**config.mk**
```make
export PLATFORM = sky130hd
export DESIGN_NAME = temporizador_preset_flat
export DESIGN_NICKNAME = d
export VERILOG_FILES = /design/src/rtl/temporizador_preset_if.sv /design/src/rtl/temporizador_preset.sv /design/src/flat_wrapper.sv
export SDC_FILE = /design/constraint.sdc
export NUM_CORES = 1
export LEC_CHECK = 0
export CAP_MARGIN = 20
export CORE_MARGIN = 2
export CORE_UTILIZATION = 40
export DETAILED_ROUTE_END_ITERATION = 8
export DONT_BUFFER_PORTS = 1
export PLACE_DENSITY = 0.61
export SYNTH_ARGS = -nofsm -noshare
export SYNTH_HDL_FRONTEND = slang
export SYNTH_SLANG_ARGS = --single-unit
```
**constraint.sdc**
```tcl
create_clock -name clk -period 3.41 [get_ports clk]
set_input_delay 0.341 -clock clk [delete_from_list [all_inputs] [get_ports clk]]
set_output_delay 0.341 -clock clk [all_outputs]
set_load 0.05 [all_outputs]
```
**src/rtl/temporizador_preset_if.sv**
```systemverilog
// Bundle of preset, command and status signals between the irrigation
// control FSM (master) and the countdown timer (slave).
//
// Command semantics: carregar/iniciar/pausa/cancelar are level inputs sampled
// on every rising clk edge. There is no valid/ready pairing: a command is
// acted on at the edge where it is high, and holding it simply re-applies it.
// Every status output (digits, ativo, fim, erro, estado) is registered.
interface temporizador_preset_if;
  logic [3:0] dez_minutopreset;
  logic [3:0] unid_minutopreset;
  logic [3:0] dez_segundopreset;
  logic [3:0] unid_segundopreset;
  logic       carregar;
  logic       iniciar;
  logic       pausa;
  logic       cancelar;
  logic [3:0] dez_minuto;
  logic [3:0] unid_minuto;
  logic [3:0] dez_segundo;
  logic [3:0] unid_segundo;
  logic       ativo;
  logic       fim;
  logic       erro;
  // Debug view of the timer FSM: 0 OCIOSO, 1 CONTANDO, 2 PAUSADO, 3 FIM.
  logic [1:0] estado;

  modport master (
    output dez_minutopreset, unid_minutopreset, dez_segundopreset, unid_segundopreset,
    output carregar, iniciar, pausa, cancelar,
    input  dez_minuto, unid_minuto, dez_segundo, unid_segundo,
    input  ativo, fim, erro, estado
  );

  modport slave (
    input  dez_minutopreset, unid_minutopreset, dez_segundopreset, unid_segundopreset,
    input  carregar, iniciar, pausa, cancelar,
    output dez_minuto, unid_minuto, dez_segundo, unid_segundo,
    output ativo, fim, erro, estado
  );
endinterface

```
**src/rtl/temporizador_preset.sv**
```systemverilog
// BCD MM:SS countdown timer. Loads and validates a preset, then decrements
// one second per prescaled tick down to 00:00, driving the valve-active flag
// and a one-cycle end-of-cycle pulse.
module temporizador_preset #(
  parameter int DIV_TICK = 50000000,
  parameter int LARG_DIV = 26
) (
  input  logic                   clk,
  input  logic                   reset_n,
  temporizador_preset_if.slave   bus
);

  typedef enum logic [1:0] {
    OCIOSO   = 2'd0,
    CONTANDO = 2'd1,
    PAUSADO  = 2'd2,
    FIM      = 2'd3
  } estado_t;

  localparam logic [LARG_DIV-1:0] PRESC_MAX = LARG_DIV'(DIV_TICK - 1);

  estado_t             state_q, state_d;
  logic [3:0]          dm_q, dm_d, um_q, um_d, ds_q, ds_d, us_q, us_d;
  logic [LARG_DIV-1:0] presc_q, presc_d;
  logic                ativo_q, ativo_d, fim_q, fim_d, erro_q, erro_d;

  logic [3:0] dec_dm, dec_um, dec_ds, dec_us;
  logic       dec_zero, digits_zero, preset_ok, tick;

  // One-second BCD decrement with borrow; only used when the count is nonzero.
  always_comb begin
    dec_dm = dm_q;
    dec_um = um_q;
    dec_ds = ds_q;
    dec_us = us_q;
    if (us_q != 4'd0) begin
      dec_us = us_q - 4'd1;
    end else begin
      dec_us = 4'd9;
      if (ds_q != 4'd0) begin
        dec_ds = ds_q - 4'd1;
      end else begin
        dec_ds = 4'd5;
        if (um_q != 4'd0) begin
          dec_um = um_q - 4'd1;
        end else begin
          dec_um = 4'd9;
          dec_dm = dm_q - 4'd1;
        end
      end
    end
  end

  assign dec_zero    = (dec_dm == 4'd0) && (dec_um == 4'd0) && (dec_ds == 4'd0) && (dec_us == 4'd0);
  assign digits_zero = (dm_q == 4'd0) && (um_q == 4'd0) && (ds_q == 4'd0) && (us_q == 4'd0);
  assign preset_ok   = (bus.dez_minutopreset <= 4'd5) && (bus.unid_minutopreset <= 4'd9) &&
                       (bus.dez_segundopreset <= 4'd5) && (bus.unid_segundopreset <= 4'd9);
  assign tick        = (presc_q == PRESC_MAX);

  // Next-state and registered-output logic; command priority
  // cancelar > carregar > pausa > iniciar.
  always_comb begin
    state_d = state_q;
    dm_d    = dm_q;
    um_d    = um_q;
    ds_d    = ds_q;
    us_d    = us_q;
    presc_d = presc_q;
    ativo_d = ativo_q;
    fim_d   = 1'b0;
    erro_d  = erro_q;

    if (bus.cancelar) begin
      state_d = OCIOSO;
      {dm_d, um_d, ds_d, us_d} = 16'h0000;
      presc_d = '0;
      ativo_d = 1'b0;
      erro_d  = 1'b0;
    end else begin
      case (state_q)
        OCIOSO, FIM: begin
          ativo_d = 1'b0;
          if (bus.carregar) begin
            state_d = OCIOSO;
            presc_d = '0;
            if (preset_ok) begin
              dm_d   = bus.dez_minutopreset;
              um_d   = bus.unid_minutopreset;
              ds_d   = bus.dez_segundopreset;
              us_d   = bus.unid_segundopreset;
              erro_d = 1'b0;
            end else begin
              {dm_d, um_d, ds_d, us_d} = 16'h0000;
              erro_d = 1'b1;
            end
          end else if (state_q == OCIOSO && !bus.pausa && bus.iniciar) begin
            presc_d = '0;
            if (digits_zero) begin
              state_d = FIM;
              fim_d   = 1'b1;
            end else begin
              state_d = CONTANDO;
              ativo_d = 1'b1;
            end
          end
        end
        CONTANDO: begin
          if (tick) begin
            presc_d = '0;
            dm_d    = dec_dm;
            um_d    = dec_um;
            ds_d    = dec_ds;
            us_d    = dec_us;
            if (dec_zero) begin
              state_d = FIM;
              fim_d   = 1'b1;
              ativo_d = 1'b0;
            end else if (bus.pausa) begin
              state_d = PAUSADO;
              ativo_d = 1'b0;
            end
          end else if (bus.pausa) begin
            state_d = PAUSADO;
            ativo_d = 1'b0;
          end else begin
            presc_d = presc_q + 1'b1;
          end
        end
        PAUSADO: begin
          // Prescaler is left untouched so the sub-second fraction survives.
          if (!bus.pausa && bus.iniciar) begin
            state_d = CONTANDO;
            ativo_d = 1'b1;
          end
        end
        default: begin
          state_d = OCIOSO;
          ativo_d = 1'b0;
        end
      endcase
    end
  end

  // State and output registers with asynchronous active-low reset.
  always_ff @(posedge clk or negedge reset_n) begin
    if (!reset_n) begin
      state_q <= OCIOSO;
      dm_q    <= 4'd0;
      um_q    <= 4'd0;
      ds_q    <= 4'd0;
      us_q    <= 4'd0;
      presc_q <= '0;
      ativo_q <= 1'b0;
      fim_q   <= 1'b0;
      erro_q  <= 1'b0;
    end else begin
      state_q <= state_d;
      dm_q    <= dm_d;
      um_q    <= um_d;
      ds_q    <= ds_d;
      us_q    <= us_d;
      presc_q <= presc_d;
      ativo_q <= ativo_d;
      fim_q   <= fim_d;
      erro_q  <= erro_d;
    end
  end

  assign bus.dez_minuto   = dm_q;
  assign bus.unid_minuto  = um_q;
  assign bus.dez_segundo  = ds_q;
  assign bus.unid_segundo = us_q;
  assign bus.ativo        = ativo_q;
  assign bus.fim          = fim_q;
  assign bus.erro         = erro_q;
  assign bus.estado       = state_q;

endmodule
```
**src/flat_wrapper.sv**
```systemverilog
// flat-port wrapper written by rule: the top's interface ports become plain ports
module temporizador_preset_flat 
#(
  parameter int DIV_TICK = 50000000,
  parameter int LARG_DIV = 26
)
  (clk, reset_n, bus_dez_minutopreset, bus_unid_minutopreset, bus_dez_segundopreset, bus_unid_segundopreset, bus_carregar, bus_iniciar, bus_pausa, bus_cancelar, bus_dez_minuto, bus_unid_minuto, bus_dez_segundo, bus_unid_segundo, bus_ativo, bus_fim, bus_erro, bus_estado);
  temporizador_preset_if bus_i ();
  input  logic clk;
  input  logic reset_n;
  input wire logic [$bits(bus_i.dez_minutopreset)-1:0] bus_dez_minutopreset;
  input wire logic [$bits(bus_i.unid_minutopreset)-1:0] bus_unid_minutopreset;
  input wire logic [$bits(bus_i.dez_segundopreset)-1:0] bus_dez_segundopreset;
  input wire logic [$bits(bus_i.unid_segundopreset)-1:0] bus_unid_segundopreset;
  input wire logic [$bits(bus_i.carregar)-1:0] bus_carregar;
  input wire logic [$bits(bus_i.iniciar)-1:0] bus_iniciar;
  input wire logic [$bits(bus_i.pausa)-1:0] bus_pausa;
  input wire logic [$bits(bus_i.cancelar)-1:0] bus_cancelar;
  output wire logic [$bits(bus_i.dez_minuto)-1:0] bus_dez_minuto;
  output wire logic [$bits(bus_i.unid_minuto)-1:0] bus_unid_minuto;
  output wire logic [$bits(bus_i.dez_segundo)-1:0] bus_dez_segundo;
  output wire logic [$bits(bus_i.unid_segundo)-1:0] bus_unid_segundo;
  output wire logic [$bits(bus_i.ativo)-1:0] bus_ativo;
  output wire logic [$bits(bus_i.fim)-1:0] bus_fim;
  output wire logic [$bits(bus_i.erro)-1:0] bus_erro;
  output wire logic [$bits(bus_i.estado)-1:0] bus_estado;
  assign bus_i.dez_minutopreset = bus_dez_minutopreset;
  assign bus_i.unid_minutopreset = bus_unid_minutopreset;
  assign bus_i.dez_segundopreset = bus_dez_segundopreset;
  assign bus_i.unid_segundopreset = bus_unid_segundopreset;
  assign bus_i.carregar = bus_carregar;
  assign bus_i.iniciar = bus_iniciar;
  assign bus_i.pausa = bus_pausa;
  assign bus_i.cancelar = bus_cancelar;
  assign bus_dez_minuto = bus_i.dez_minuto;
  assign bus_unid_minuto = bus_i.unid_minuto;
  assign bus_dez_segundo = bus_i.dez_segundo;
  assign bus_unid_segundo = bus_i.unid_segundo;
  assign bus_ativo = bus_i.ativo;
  assign bus_fim = bus_i.fim;
  assign bus_erro = bus_i.erro;
  assign bus_estado = bus_i.estado;
  temporizador_preset #(.DIV_TICK(DIV_TICK), .LARG_DIV(LARG_DIV)) u_core (.clk(clk), .reset_n(reset_n), .bus(bus_i));
endmodule
```
; After elaboration in Yosys (flattened, before gate mapping)
; Index checks and enable logic that the tools add are counted.
[classes]
n_lt_le_gt_ge = 4
addsub = 5
eq_ne = 9
reduce_logical = 33
mux = 64
[ops]
columns = op, n
row1 = 26-bit two-way mux, 5
row2 = 4-bit two-way mux, 25
row3 = 26-bit one-hot mux with 2 select lines, 1
row4 = 4-bit zero test, 8
row5 = 4-bit one-hot mux with 2 select lines, 4
row6 = "26-bit by 1-bit adder with 26-bit output, second input constant", 1
row7 = "26-bit equality test, second input constant", 1
row8 = 1-bit two-way mux, 18
row9 = 2-bit two-way mux, 8
row10 = "4-bit by 1-bit subtractor with 4-bit output, second input constant", 4
row11 = 1-bit logical AND, 12
row12 = 4-bit nonzero test, 3
row13 = "4-bit by 3-bit <= comparator with 1-bit output, second input constant", 2
row14 = "4-bit <= comparator, second input constant", 2
row15 = "4-bit by 3-bit inequality test with 1-bit output, second input constant", 2
row16 = "3-bit by 2-bit inequality test with 1-bit output, second input constant", 2
row17 = 2-bit one-hot mux with 3 select lines, 1
row18 = 3-bit AND reduction, 2
row19 = "2-bit equality test, second input constant", 2
row20 = 2-bit AND reduction, 2
row21 = 2-bit nonzero test, 2
row22 = "3-bit inequality test, second input constant", 1
row23 = 1-bit one-hot mux with 3 select lines, 1
row24 = 3-bit nonzero test, 1
row25 = 5 further kinds, 5
[word_totals]
wordCells = 124
ff_bits = 47
input_bits = 22

; Logic depth before layout (Yosys ltp)
[logic_depth]
word_depth = 12
depth_mapped = 9
depth_no_buf = 7

; Worst setup path after synthesis
; Ideal clock, no wire load.
[synth_timing]
path_type = register to register
from = reg u_core.state_q[1] (netlist: u_core.bus.estado[1])
to = reg u_core.ds_q[0] (netlist: u_core.bus.dez_segundo[0])
required_ns = 3.288
setup_slack_ns = 0.875
synth_period_minus_slack_ns = 2.535
t_arrival_ns = 2.413
path_stages_with_launch = 10
path_cell_list = dfrtp_1 -> inv_1 -> ha_1 -> clkbuf_1 -> nor2b_1 -> clkbuf_1 -> a21oi_1 -> nor2_1 -> clkbuf_1 -> o2111a_1
[synth_between]
elab_chain_len = 4
elab_cells_between_ends = 10
classes_between = eq/ne (4) / mux (2) / reduce/logical (4)
[synth_rtl]
columns = element, line
row1 = from (decl), temporizador_preset.sv:22  ; estado_t state_q, state_d;
row2 = from (signal assigned), temporizador_preset.sv:157  ; state_q <= state_d;
row3 = 2-bit equality test or 2-bit zero test (tied branches), temporizador_preset.sv:80  ; case (state_q)
row4 = 2-bit OR reduction, temporizador_preset.sv:80
row5 = 3-bit inequality test (no source line) (tied with other cells), n/a
row6 = 3-bit AND reduction (no source line) or 4-bit two-way mux (tied branches), n/a
row7 = to (signal assigned), temporizador_preset.sv:160  ; ds_q <= ds_d;
row8 = to (decl), temporizador_preset.sv:23  ; logic [3:0] dm_q, dm_d, um_q, um_d, ds_q, ds_d, us_q, us_d;
; Parallel ways exist; a longest one is shown, timed or not.
; A chain may end at the register's enable or synchronous reset.

; Worst setup path after layout
[layout_timing]
from = reg u_core.state_q[1] (netlist: u_core.bus.estado[1])
to = reg u_core.dm_q[2] (netlist: u_core.bus.dez_minuto[2])
[layout_between]
elab_chain_len = 4
elab_cells_between_ends = 10
classes_between = eq/ne (4) / mux (2) / reduce/logical (4)
[layout_rtl]
columns = element, line
row1 = 2-bit equality test or 2-bit zero test (tied branches), temporizador_preset.sv:80
row2 = 2-bit OR reduction, temporizador_preset.sv:80
row3 = 3-bit inequality test (no source line) (tied with other cells), n/a
row4 = 3-bit AND reduction (no source line) or 4-bit two-way mux (tied branches), n/a
row5 = to (signal assigned), temporizador_preset.sv:158  ; dm_q <= dm_d;
row6 = to (decl), temporizador_preset.sv:23
; Parallel ways exist; a longest one is shown, timed or not.

==> run_results.csv <==
group,metric,value,unit
grt,use_met2,35.8,%
power_and_ir_drop,power_leakage,1.30,nW
grt,globalRoute.totalOverflow,0,
clock_network,clockBufferDepth,2,
placed_design,placed_cell_area,3440,um^2
synth,syn_inst,394,
critical_path,r2r_slack,0.39,ns
routing,drc,0,
grt,grtUsageTotal,21.2,%
critical_path,reg2reg_to,"u_core.bus.dez_minuto[2]$_DFFE_PN0P_",
die,die_area,9240,um^2
routing,drt.antenna.violating_nets,0,
synth,ys_ff_latch,47,
synth,syn_avg_cell_area,8.62,um^2
clock_network,clock-sinks,47,
sta,setup_viol,0,
sta,timing.setup.tns,0,ns
finish,mostFrequentLayoutCells,"dfrtp_1 (47), a21oi_1 (45), nor2_1 (28), nand2_1 (25), o31ai_1 (22)",
critical_path,endpoint,"u_core.bus.dez_minuto[2]$_DFFE_PN0P_",
clock_network,cts_made_buffers,5,
synth,ys.flop_type,"dfrtp_1",
finish,antennaDiodeCount,0,
critical_path,critPathArrivalTime,3.17,ns
clock_network,clockRootBuffer,"clkbuf_8",
finish,finalInstanceArea,3580,um^2
critical_path,critical_path.max_fanout,12,
grt,grt_pass1_vias,3079,
critical_path,critPathLaunch,"u_core.bus.estado[1]$_DFFE_PN0P_",
clock_network,path_clk_slew,0.10,ns
finish,layout.nets,413,
die,top_level_ports,43,
flow_run,maxCapViolations,0,
routing,drt-initial-drc-count,176,
synth,synth_area,3400,um^2
synth,seq_area_frac_synth,34.6,%
critical_path,worstSetupStartpointType,"flip-flop",
finish,fillers,804,
sta,drv_slew,0,
synth,synth_edf_count,0,
finish,area_growth,5.56,%
placed_design,gp_congestion,0.915,
die,die_y,96.1,um
synth,synth.top_cells.by_area,"dfrtp_1 (35%), a21oi_1 (6.6%), o31ai_1 (4.9%)",
finish,layout_commonest_cell,"dfrtp_1",
sta,hold_violations,0,
finish,drive_above_1_share,8.07,%
power_and_ir_drop,total_power,0.00261,W
clock_network,cts_tree,"yes",
critical_path,critPathRequiredTime,3.56,ns
critical_path,endpoint_kind,"flip-flop",
critical_path,crit_type,"flip-flop to flip-flop",
sta,maxSlewHeadroom,40.7,%
grt,grt_first_pass_wirelength,15400,um
synth,yosysTopAreaCellShare,34.6,%
clock_network,cts_hold_buf,2,
die,rows,33,
grt,antenna_found_initial,0,
routing,drt-vias-per-instance,6.52,
die,core-area,8220,um^2
die,start_util,41.3,%
synth,synth_cell_type_count,63,
sta,rsz0062_at_grt,"no",
clock_network,post_cts_resized,0,
synth,async_flop_share,100,%
sta,worst_pin_slew,0.886,ns
grt,grt_util_met3,3.68,%
sta,skew,0.0130,ns
placed_design,dp_hpwl,6520,um
sta,post-route-min-period,3.02,ns
grt,use_met1,27.8,%
power_and_ir_drop,ir_drop,0.231,mV
grt,top_usage_layer,"met2",
clock_network,clk_latency,0.31,ns
placed_design,portBuffers,0,
min_path,min_path_type,"primary input to flip-flop",
status,outcome,"completed",
clock_network,post_cts_buffers,0,
routing,detailedRoute.firstPassIterationCount,4,
placed_design,place_inst,480,
finish,fin_cells,489,
power_and_ir_drop,power_density,727,nW/um^2
synth,synth.largest_area_cell,"dfrtp_1",
routing,vias,3188,
sta,clock.fmax,331,MHz
routing,finalWirelength,9340,um
critical_path,r2r_cells,6,
critical_path,r2r_start,"u_core.bus.estado[1]$_DFFE_PN0P_",
grt,grt_start_max_net_pins,48,
sta,period_share,88.6,%
die,chipWidth,96.1,um
clock_network,htreeDepth,2,
routing,wl_per_cell,19.1,um
synth,synth-warning-count,0,
synth,syn_nets,423,
[area by class of cell]
class | count | area (um^2) | share of cell area [%]
inverters | 11 | 41.3 | 1.15
well taps | 105 | 131 | 3.66
clock inverters | 1 | 30.0 | 0.838
multi-input cells | 311 | 2050 | 57.2
flip-flops and latches | 47 | 1180 | 32.8
clock buffers | 6 | 72.6 | 2.02
repair buffers | 8 | 82.6 | 2.30
[cells in the mapped netlist (all sizes together) (2+ instances only)]
library cell  instances
nor3                  9
nor2b                 3
o41ai                 2
or3                   3
buf                  10
nand4b                3
o21ai                21
a21o                  3
nand2                25
and3                  7
mux2                  3
clkbuf               15
o211ai                4
o31ai                22
inv                  11
nor4b                 3
or4                  21
nand2b                7
nor3b                 3
dfrtp                47
nor4                 10
nor2                 29
nand4                11
a22oi                 4
a211oi               12
or2                   2
mux2i                 3
a22o                  2
nand3                15
a31oi                 6
and2                  2
a21oi                46
a311oi                2
nand3b                2
and4                  8
ha                    7
[power by group]
part,internal (W),switching (W)
sequential,0.000619,0.000353
combinational,0.000427,0.000781
clock,0.000216,0.000209
total,0.00126,0.00134
[per-layer routing]
layer / vias up / wire length (um)
li1: 1520 / -
met1: 1553 / 4120
met2: 100 / 4490
met3: 15 / 544
met4: 0 / 180
met5: - / 0
[worst max-delay path: stages, from the launching register on]
cell and delay, ns:
dfrtp_1 0.71, inv_1 0.19, ha_1 0.45, nor2b_1 0.42
a21oi_1 0.18, nor2_1 0.72, a311oi_2 0.19
[registers in the layout, summed over array words and instances (netlist names)]
| name | cells |
|---|---|
| u_core.bus.fim | 1 |
| u_core.bus.erro | 1 |
| u_core.bus.dez_minuto | 4 |
| u_core.bus.ativo | 1 |
| u_core.presc_q | 26 |
| u_core.bus.estado | 2 |
| u_core.bus.dez_segundo | 4 |
| u_core.bus.unid_minuto | 4 |
| u_core.bus.unid_segundo | 4 |
[worst min-delay path by stage]
stage | from | to | slack (ns) | depth (start not counted)
6_report | bus_cancelar | u_core.bus.dez_minuto[2]$_DFFE_PN0P_ | 0.08 | 1
5_1_grt | bus_cancelar | u_core.bus.dez_minuto[2]$_DFFE_PN0P_ | 0.07 | 1
4_1_cts | bus_cancelar | u_core.bus.dez_minuto[2]$_DFFE_PN0P_ | 0.08 | 1
3_5_place_dp | reset_n | u_core.bus.fim$_DFF_PN0_ | 0.05 | 0
3_3_place_gp | reset_n | u_core.bus.fim$_DFF_PN0_ | 0.05 | 0
2_1_floorplan | reset_n | u_core.bus.ativo$_DFFE_PN0P_ | 0.05 | 0
[logic make-up after synthesis]
group / count (synthesis) / share of synthesized area, %
AND/OR/NAND/NOR: 165 / 30.3
AO/OA/AOI/OAI: 132 / 25.4
flip-flops: 47 / 34.6
buffers and inverters: 36 / 4.97
adder cells (fa/ha/maj): 7 / 2.58
multiplexers: 6 / 1.88
XOR/XNOR: 1 / 0.258
[through the flow]
step / setup WS [ns] / hold slack, ns / util, %
floorplan: 0.875 / 0.0454 / -
global placement: 0.541 / 0.0473 / 41.9
detailed placement: 0.437 / 0.0475 / 41.9
CTS: 0.424 / 0.0753 / 43.6
global route: 0.144 / 0.0713 / 43.6
finish: 0.389 / 0.0824 / 43.6
No activity file was read; power rests on OpenSTA's default activity.
